File: src/rtl/cdb_arbiter.sv
// cdb_arbiter: per-source result FIFOs feeding a 4-lane common data bus.
// Round-robin grant of up to 4 sources per cycle; bus outputs fully registered.
module cdb_arbiter #(
  parameter int NUM_SRC    = 6,
  parameter int FIFO_DEPTH = 2
) (
  input  logic                    clk,
  input  logic                    rst_n,
  input  logic [NUM_SRC-1:0]      src_valid,
  output logic [NUM_SRC-1:0]      src_ready,
  input  logic [4*NUM_SRC-1:0]    src_rob_index_flat,
  input  logic [16*NUM_SRC-1:0]   src_result_flat,
  output logic [3:0]              cdb_valid_flat,
  output logic [15:0]             cdb_rob_index_flat,
  output logic [63:0]             cdb_result_flat,
  output logic [2:0]              cdb_lane_count
);

  localparam int AW = (FIFO_DEPTH > 1) ? $clog2(FIFO_DEPTH) : 1;
  localparam int CW = $clog2(FIFO_DEPTH + 1);
  localparam int SW = $clog2(NUM_SRC);

  logic               r_en;
  logic [SW-1:0]      r_rr;
  logic [3:0]         r_cdb_vld;
  logic [15:0]        r_cdb_idx;
  logic [63:0]        r_cdb_res;
  logic [2:0]         r_cdb_cnt;

  logic [NUM_SRC-1:0] w_push;
  logic [NUM_SRC-1:0] w_pop;
  logic [NUM_SRC-1:0] w_nempty;
  logic [3:0]         w_hidx [NUM_SRC];
  logic [15:0]        w_hres [NUM_SRC];

  for (genvar g = 0; g < NUM_SRC; g++) begin : g_src
    logic [3:0]    r_idx [FIFO_DEPTH];
    logic [15:0]   r_res [FIFO_DEPTH];
    logic [AW-1:0] r_wp;
    logic [AW-1:0] r_rp;
    logic [CW-1:0] r_cnt;

    // ready looks only at registered count, never at src_valid
    assign w_nempty[g]  = (r_cnt != '0);
    assign src_ready[g] = r_en && (r_cnt < CW'(FIFO_DEPTH));
    assign w_push[g]    = src_valid[g] & src_ready[g];
    assign w_hidx[g]    = r_idx[r_rp];
    assign w_hres[g]    = r_res[r_rp];

    always_ff @(posedge clk or negedge rst_n) begin
      if (!rst_n) begin
        r_wp  <= '0;
        r_rp  <= '0;
        r_cnt <= '0;
      end else begin
        if (w_push[g])
          r_wp <= (r_wp == AW'(FIFO_DEPTH - 1)) ? '0 : r_wp + AW'(1);
        if (w_pop[g])
          r_rp <= (r_rp == AW'(FIFO_DEPTH - 1)) ? '0 : r_rp + AW'(1);
        case ({w_push[g], w_pop[g]})
          2'b10:   r_cnt <= r_cnt + CW'(1);
          2'b01:   r_cnt <= r_cnt - CW'(1);
          default: r_cnt <= r_cnt;
        endcase
      end
    end

    always_ff @(posedge clk) begin
      if (w_push[g]) begin
        r_idx[r_wp] <= src_rob_index_flat[4*g +: 4];
        r_res[r_wp] <= src_result_flat[16*g +: 16];
      end
    end
  end

  logic [2:0]    w_ng;
  logic [1:0]    w_slot;
  logic [SW:0]   w_sum;
  logic [SW-1:0] w_s;
  logic [SW-1:0] w_last;
  logic [3:0]    w_vld;
  logic [15:0]   w_idx;
  logic [63:0]   w_res;

  // lane j sits at bit/field 3-j, so slot counts down from 3
  always_comb begin
    w_ng   = '0;
    w_slot = '0;
    w_sum  = '0;
    w_s    = '0;
    w_last = r_rr;
    w_pop  = '0;
    w_vld  = '0;
    w_idx  = '0;
    w_res  = '0;
    for (int k = 0; k < NUM_SRC; k++) begin
      w_sum = {1'b0, r_rr} + (SW+1)'(k);
      if (w_sum >= (SW+1)'(NUM_SRC))
        w_sum = w_sum - (SW+1)'(NUM_SRC);
      w_s = w_sum[SW-1:0];
      if (w_nempty[w_s] && (w_ng < 3'd4)) begin
        w_slot                        = 2'd3 - w_ng[1:0];
        w_vld[w_slot]                 = 1'b1;
        w_idx[{w_slot, 2'b00} +: 4]   = w_hidx[w_s];
        w_res[{w_slot, 4'b0000} +: 16] = w_hres[w_s];
        w_pop[w_s]                    = 1'b1;
        w_last                        = w_s;
        w_ng                          = w_ng + 3'd1;
      end
    end
  end

  always_ff @(posedge clk or negedge rst_n) begin
    if (!rst_n) begin
      r_en      <= 1'b0;
      r_rr      <= '0;
      r_cdb_vld <= '0;
      r_cdb_idx <= '0;
      r_cdb_res <= '0;
      r_cdb_cnt <= '0;
    end else begin
      r_en      <= 1'b1;
      r_cdb_vld <= w_vld;
      r_cdb_idx <= w_idx;
      r_cdb_res <= w_res;
      r_cdb_cnt <= w_ng;
      if (w_ng != '0)
        r_rr <= (w_last == SW'(NUM_SRC - 1)) ? '0 : w_last + SW'(1);
    end
  end

  assign cdb_valid_flat     = r_cdb_vld;
  assign cdb_rob_index_flat = r_cdb_idx;
  assign cdb_result_flat    = r_cdb_res;
  assign cdb_lane_count     = r_cdb_cnt;

endmodule

File: config.mk
export PLATFORM = sky130hd
export DESIGN_NAME = cdb_arbiter
export DESIGN_NICKNAME = d
export VERILOG_FILES = /design/src/rtl/cdb_arbiter.sv
export SDC_FILE = /design/constraint.sdc
export NUM_CORES = 1
export LEC_CHECK = 0
export ABC_AREA = 1
export BUFFER_PORTS_ARGS = -buffer_cell sky130_fd_sc_hd__buf_2
export CAP_MARGIN = 10
export CORE_MARGIN = 3
export CORE_UTILIZATION = 55
export CTS_CLUSTER_DIAMETER = 60
export DETAILED_ROUTE_END_ITERATION = 7
export GPL_TIMING_DRIVEN = 0
export PLACE_DENSITY_LB_ADDON = 0.2
export REMOVE_ABC_BUFFERS = 1
export SETUP_SLACK_MARGIN = 0.4
export SKIP_LAST_GASP = 1
export SLEW_MARGIN = 30
export SYNTH_ARGS = -nofsm -noshare
export SYNTH_HDL_FRONTEND = slang
export SYNTH_SLANG_ARGS = --single-unit
File: constraint.sdc
create_clock -name clk -period 8.75 [get_ports clk]
set_clock_uncertainty 0.05 [all_clocks]
set_input_delay 1.3125 -clock clk [delete_from_list [all_inputs] [get_ports clk]]
set_output_delay 1.3125 -clock clk [all_outputs]
set_load 0.01 [all_outputs]
-- Yosys cells after proc, flatten, opt, wreduce, memory -nomap -nowiden
Memory sizes are Yosys's and may differ from the RTL's.
Index checks and enable logic that the tools add are counted.
- register bits: 115
- latch bits: 0
- bits in writable memories: 240
- memory bits (read-only): 0
- logic and storage cells: 380
- memories kept: 12
- add/sub/neg operators: 56
- $mul: 0
- divide/modulo/power cells: 0
- magnitude comparators: 45
- equality and inequality tests: 13
- shifts and indexed selects: 20
- muxes and demuxes: 153
- bitwise gates (word level): 22
- reduce and logical (&&, ||, !) cells: 35
- memories (memory ; depth ; bits a word ; read ports ; clocked after Yosys merged registers in ; write ports ; line ; RTL):
    g_src[0].r_res ; 2 ; 16 ; 1 ; 0 ; 1 ; 38 ; logic [15:0] r_res [FIFO_DEPTH];
    g_src[1].r_res ; 2 ; 16 ; 1 ; 0 ; 1 ; 38 ;
    g_src[2].r_res ; 2 ; 16 ; 1 ; 0 ; 1 ; 38 ;
    g_src[3].r_res ; 2 ; 16 ; 1 ; 0 ; 1 ; 38 ;
    g_src[4].r_res ; 2 ; 16 ; 1 ; 0 ; 1 ; 38 ;
    g_src[5].r_res ; 2 ; 16 ; 1 ; 0 ; 1 ; 38 ;
    6 more memories ; - ; - ; - ; - ; - ; - ;
- operators with widths (kind ; number):
    $bwmux 64 ; 5
    $mux 64 ; 5
    $shift 16x8->64 const A ; 5
    $shiftx 16x8->64 ; 5
    $bmux 16 s3 ; 6
    $mux 16 ; 18
    $bwmux 16 ; 5
    $shift 4x6->16 const A ; 5
    $shiftx 4x6->16 ; 5
    $bmux 4 s3 ; 6
    $mux 4 ; 18
    $mux 3 ; 18
    $mux 1 ; 43
    $neg 6->8 ; 5
    $mux 6 ; 6
    $neg 4->6 ; 5
    $or 6x6->6 ; 5
    $ge 4x4->1 const B ; 6
    $lt 3x4->1 const B ; 6
    $not 3->4 ; 6
    $pmux 2 s2 ; 6
    $reduce_bool 2->1 ; 12
    $logic_and 1x1->1 ; 22
    $ge 4x3->1 const B ; 5
    24 further kinds ; 116

-- Depth between registers and ports, before layout
- depth in word-level cells: 24
- gate-level depth with buffers: 40
- gate-level depth less buffers: 32

-- Worst setup path before layout
No wires, ideal clock.
- kind: flip-flop to flip-flop
- start: register r_rr[0]
- end: register r_cdb_res[30] (netlist: cdb_result_flat[30])
- library setup time: 0.117 ns
- arrival: 6.291 ns
- required time: 8.583 ns
- slack: 2.292 ns
- stages on the path, launching flop included: 38
- buffers on the path: 10
- period minus slack after synthesis: 6.458 ns
- cells stage by stage: dfrtp_1 > inv_2 > clkbuf_1 > clkbuf_1 > buf_1 > ha_1 > buf_2 > inv_2 > nand2_1 > nand2_1 > nand2_1 > nand2_1 > nor2_1 > inv_1 > nand2_1 > ha_1 > inv_1 > nand3_1 > [... 2 more ...] > buf_2 > buf_2 > ha_1 > inv_1 > clkbuf_1 > ha_1 > nand2_4 > nand3b_1 > buf_4 > nand3_1 > nand2_1 > ha_1 > inv_1 > buf_2 > clkbuf_1 > nor2_1 > nand3_1 > nand2_1
- longest elaborated chain between the ends: 22
- RTL lines (element ; line ; RTL):
    start, declared ; 24 ; logic [SW-1:0] r_rr;
    start signal, assigned ; 128 ; r_rr <= (w_last == SW'(NUM_SRC - 1)) ? '0 : w_last + SW'(1);
    $sub 3x3->3 / $ge 3x3->1 (equally long branches) ; 99, 98 ;
    $mux 3 ; 98 ; if (w_sum >= (SW+1)'(NUM_SRC))
    $bmux 1 s3 ; 101 ; if (w_nempty[w_s] && (w_ng < 3'd4)) begin
    $mux 1 (not written as such) ; 101 ;
    $mux 1 ; 101 ;
    $lt 3x3->1 ; 101 ;
    $logic_and 1x1->1 ; 101 ;
    $mux 3 ; 101 ;
    [... 7 more ...] ; - ;
    $logic_and 1x1->1 ; 101 ;
    $mux 3 ; 101 ;
    $sub 2x2->2 ; 102 ; w_slot = 2'd3 - w_ng[1:0];
    $neg 6->8 ; 105 ; w_res[{w_slot, 4'b0000} +: 16] = w_hres[w_s];
    $shiftx 16x8->64 / $shift 16x8->64 (equally long branches) ; 105 ;
    $bwmux 64 ; 105 ;
    $mux 64 (*) ; 101 ;
    net w_res[30] ; 83 ; logic [63:0] w_res;
    end signal, assigned ; 125 ; r_cdb_res <= w_res;
    end, declared ; 27 ; logic [63:0] r_cdb_res;
The timed path passes the listed nets; every way through them passes the cells marked *. The select of a mux whose other input is x is not followed.
A chain may end at the register's enable or synchronous reset.

-- Final worst setup path
- start: register r_rr[1]
- end: register r_cdb_res[0] (netlist: cdb_result_flat[0])
Same word-level chain as after synthesis.

==> results.yml <==
floorplan:
  core_um2: 38920
  dieArea_um2: 42170
  std_cell_rows: 72
  die_h_um: 205.3
  die_w_um: 205.3
  ios: 221
  start_util_pct: 56.16
final_layout:
  n_antenna_cell: 0
  layout-area-overhead-vs-synth_pct: 11.83
  nets: 3073
  stdcell_count: 3452
  drive_above_1_share_pct: 13.63
  utilization_pct: 62.81
  fillCellCount: 3355
grt:
  grt_overflow: 0
  grt_max_degree: 112
  antenna_found_initial: 0
  grt_pass1_wl_mm: 114.0
  grt_util_all_layers_pct: 35.41
  grt_pass1_vias: 18810
timing:
  maxSlewHeadroom_pct: 30.90
  timing.hold.ws_ns: 0.4436
  max_freq_mhz: 125.6
  finalHoldViolCount: 0
  final-setup-viol-count: 0
  rsz0062_at_grt: "false"
  tightest_slew_ns: 1.037
  layout_min_cycle_time_ns: 7.960
  fin_crit_sh_pct: 90.97
  maxSlewViolCount: 0
  setup_tns_ns: 0
drt:
  vias: 20880
  drt-initial-drc-count: 2922
  wl_mm: 76.92
  ant_nets: 0
  dr.pass1.iters: 8
  remaining_drc_errors: 1
  wl_per_cell_um: 22.28
  viasPerCell: 6.047
logic_synthesis:
  netlist_area_um2: 21860
  synth_top_area_cell: "edfxtp_1"
  ys_seq_area_share_pct: 46.14
  ys_types: 50
  async_flop_share_pct: 32.39
  synth.avg_cell_area_um2: 7.778
  syn_inst: 2810
  synth_edf_count: 240
  yosys-top-cells-area: "edfxtp_1 (33%), nand2_1 (16%), dfrtp_1 (13%), o21ai_0 (7.5%), nand3_1 (4.5%)"
  ys_top_cells_by_count: "nand2_1 (933), o21ai_0 (328), edfxtp_1 (240), nand3_1 (198), nor2_1 (178)"
  synth_most_common_cell: "nand2_1"
  ys_seq_elements: 355
  ys.flop_type: "edfxtp_1"
  yosysWarnings: 0
  synth_top_area_share_pct: 32.97
worst_setup_path:
  start_kind: "flip-flop"
  crit_fanout: 32
  path_class: "reg -> reg"
  crit_path_end_kind: "flip-flop"
  cp.required_ns: 9.07
  critical_path_arrival_ns: 8.28
clock_network:
  clockBufferDepth: 3
  clock_latency_ns: 0.56
  cts_sinks: 355
  cts_max_level: 2
  numCtsBuffers: 37
  cts-root-buf: "clkbuf_16"
  tritoncts: "built"
  hold_buffers: 0
  path_clk_slew_ns: 0.06
placement:
  place.detailed.hpwl_mm: 58.18
  portBuffers: 220
  dpl.cell_count: 3382
  gp_congestion: 0.9970
status:
  status: "complete, but fails checks"
  failed_checks: "design-rule violations"
flow_run:
  max-cap-violations: 0
worst_hold_path:
  holdCritPathClass: "reg -> reg"
==> path summary, 6_finish.rpt <==
path / from / to / slack [ns] / cells past startpoint
min reg2reg: g_src[0].r_cnt[1] / g_src[0].r_cnt[1] / 0.44 / 1
min: g_src[0].r_cnt[1] / g_src[0].r_cnt[1] / 0.44 / 1
max reg2reg: r_rr[1] / cdb_result_flat[0] / 0.79 / 24
max: r_rr[1] / cdb_result_flat[0] / 0.79 / 24
max in group asynchronous: rst_n / g_src[4].r_rp / 7.29 / 2
min in group asynchronous: rst_n / cdb_rob_index_flat[7] / 0.62 / 1
==> registers in the layout, indices dropped and copies added (netlist names) <==
signal and flops:
g_src.r_idx 48, g_src.r_rp 6, cdb_rob_index_flat 16, g_src.r_res 192, r_en 1, r_rr 3, g_src.r_cnt 12, cdb_lane_count 3
cdb_valid_flat 4, cdb_result_flat 64, g_src.r_wp 6
==> per-stage QoR <==
stage	setup slack (ns)	area [um^2]
2_1_floorplan	-1.905	21040
3_3_place_gp	-6.838	22790
3_5_place_dp	-0.8395	23170
4_1_cts	0.4281	24390
5_1_grt	0.4668	24440
6_report	0.7903	24440
==> cell type report <==
cell class	instances	area [um^2]	share of cell area (%)
multi-input cells	2088	10420	42.63
clock inverters	10	67.56	0.2764
inverters	189	721.9	2.954
clock buffers	56	1120	4.582
repair buffers	236	1375	5.626
flip-flops and latches	355	10090	41.28
well taps	518	648.1	2.652
==> critical path, cell delays in order, from the launching register on <==
cell and delay (ns):
dfrtp_1 0.50, inv_1 0.20, ha_2 0.63, inv_2 0.46, nand3_1 0.32, nand2_1 0.42, ha_4 0.61, inv_1 0.18
nand3_1 0.16, nand2_4 0.15, inv_2 0.39, ha_1 0.29, inv_1 0.35, ha_1 0.46, nand2_4 0.11, nand2_2 0.07
nor2_4 0.30, nand2_1 0.09, nand2_1 0.30, ha_2 0.48, inv_1 0.13, nor2_4 0.39, inv_1 0.39, nand3_1 0.18
o21ai_1 0.12
==> per-layer routing <==
metal / routed length, um / vias up / GRT usage, %
met1: 32620 / 9752 / 50.89
li1: - / 9734 / -
met2: 34250 / 1244 / 54.83
met4: 2402 / 0 / 10.28
met5: 0 / - / 0
met3: 7657 / 145 / 6.866
==> cell usage in the layout (no fill, tap or decap), drive strengths merged, types with 24 or more instances in the layout <==
| cell | instances |
|---|---|
| a21oi | 50 |
| and2 | 27 |
| buf | 236 |
| clkbuf | 56 |
| dfrtp | 115 |
| edfxtp | 240 |
| ha | 38 |
| inv | 186 |
| nand2 | 951 |
| nand3 | 206 |
| nand4 | 24 |
| nor2 | 184 |
| o211ai | 51 |
| o21ai | 365 |
| o221ai | 35 |
| o31ai | 25 |
==> cell families (layout without fill, tap and decap cells) <==
family	Yosys count	count (layout)	share of synthesized area [%]
adders and majority gates	38	38	2.175
xor gates and xnor gates	24	24	0.9618
buffers and inverters	368	491	6.973
AOI/OAI and AO/OA	598	598	16.06
and+or+nand+nor	1425	1426	27.63
other	1	1	0.01716
muxes	1	1	0.04580
DFF	355	355	46.14
==> what timing repair did <==
action,in CTS,in global routing
cloned,0,1
buffers inserted,0,3
resized for setup,10,4
setup endpoints to repair,97,91
pin swaps,0,2
endpoints found under the hold margin,0,0
Power is left out: the tool's default activity adds up to more than one toggle a clock period on the data nets, which glitch-free logic cannot reach.
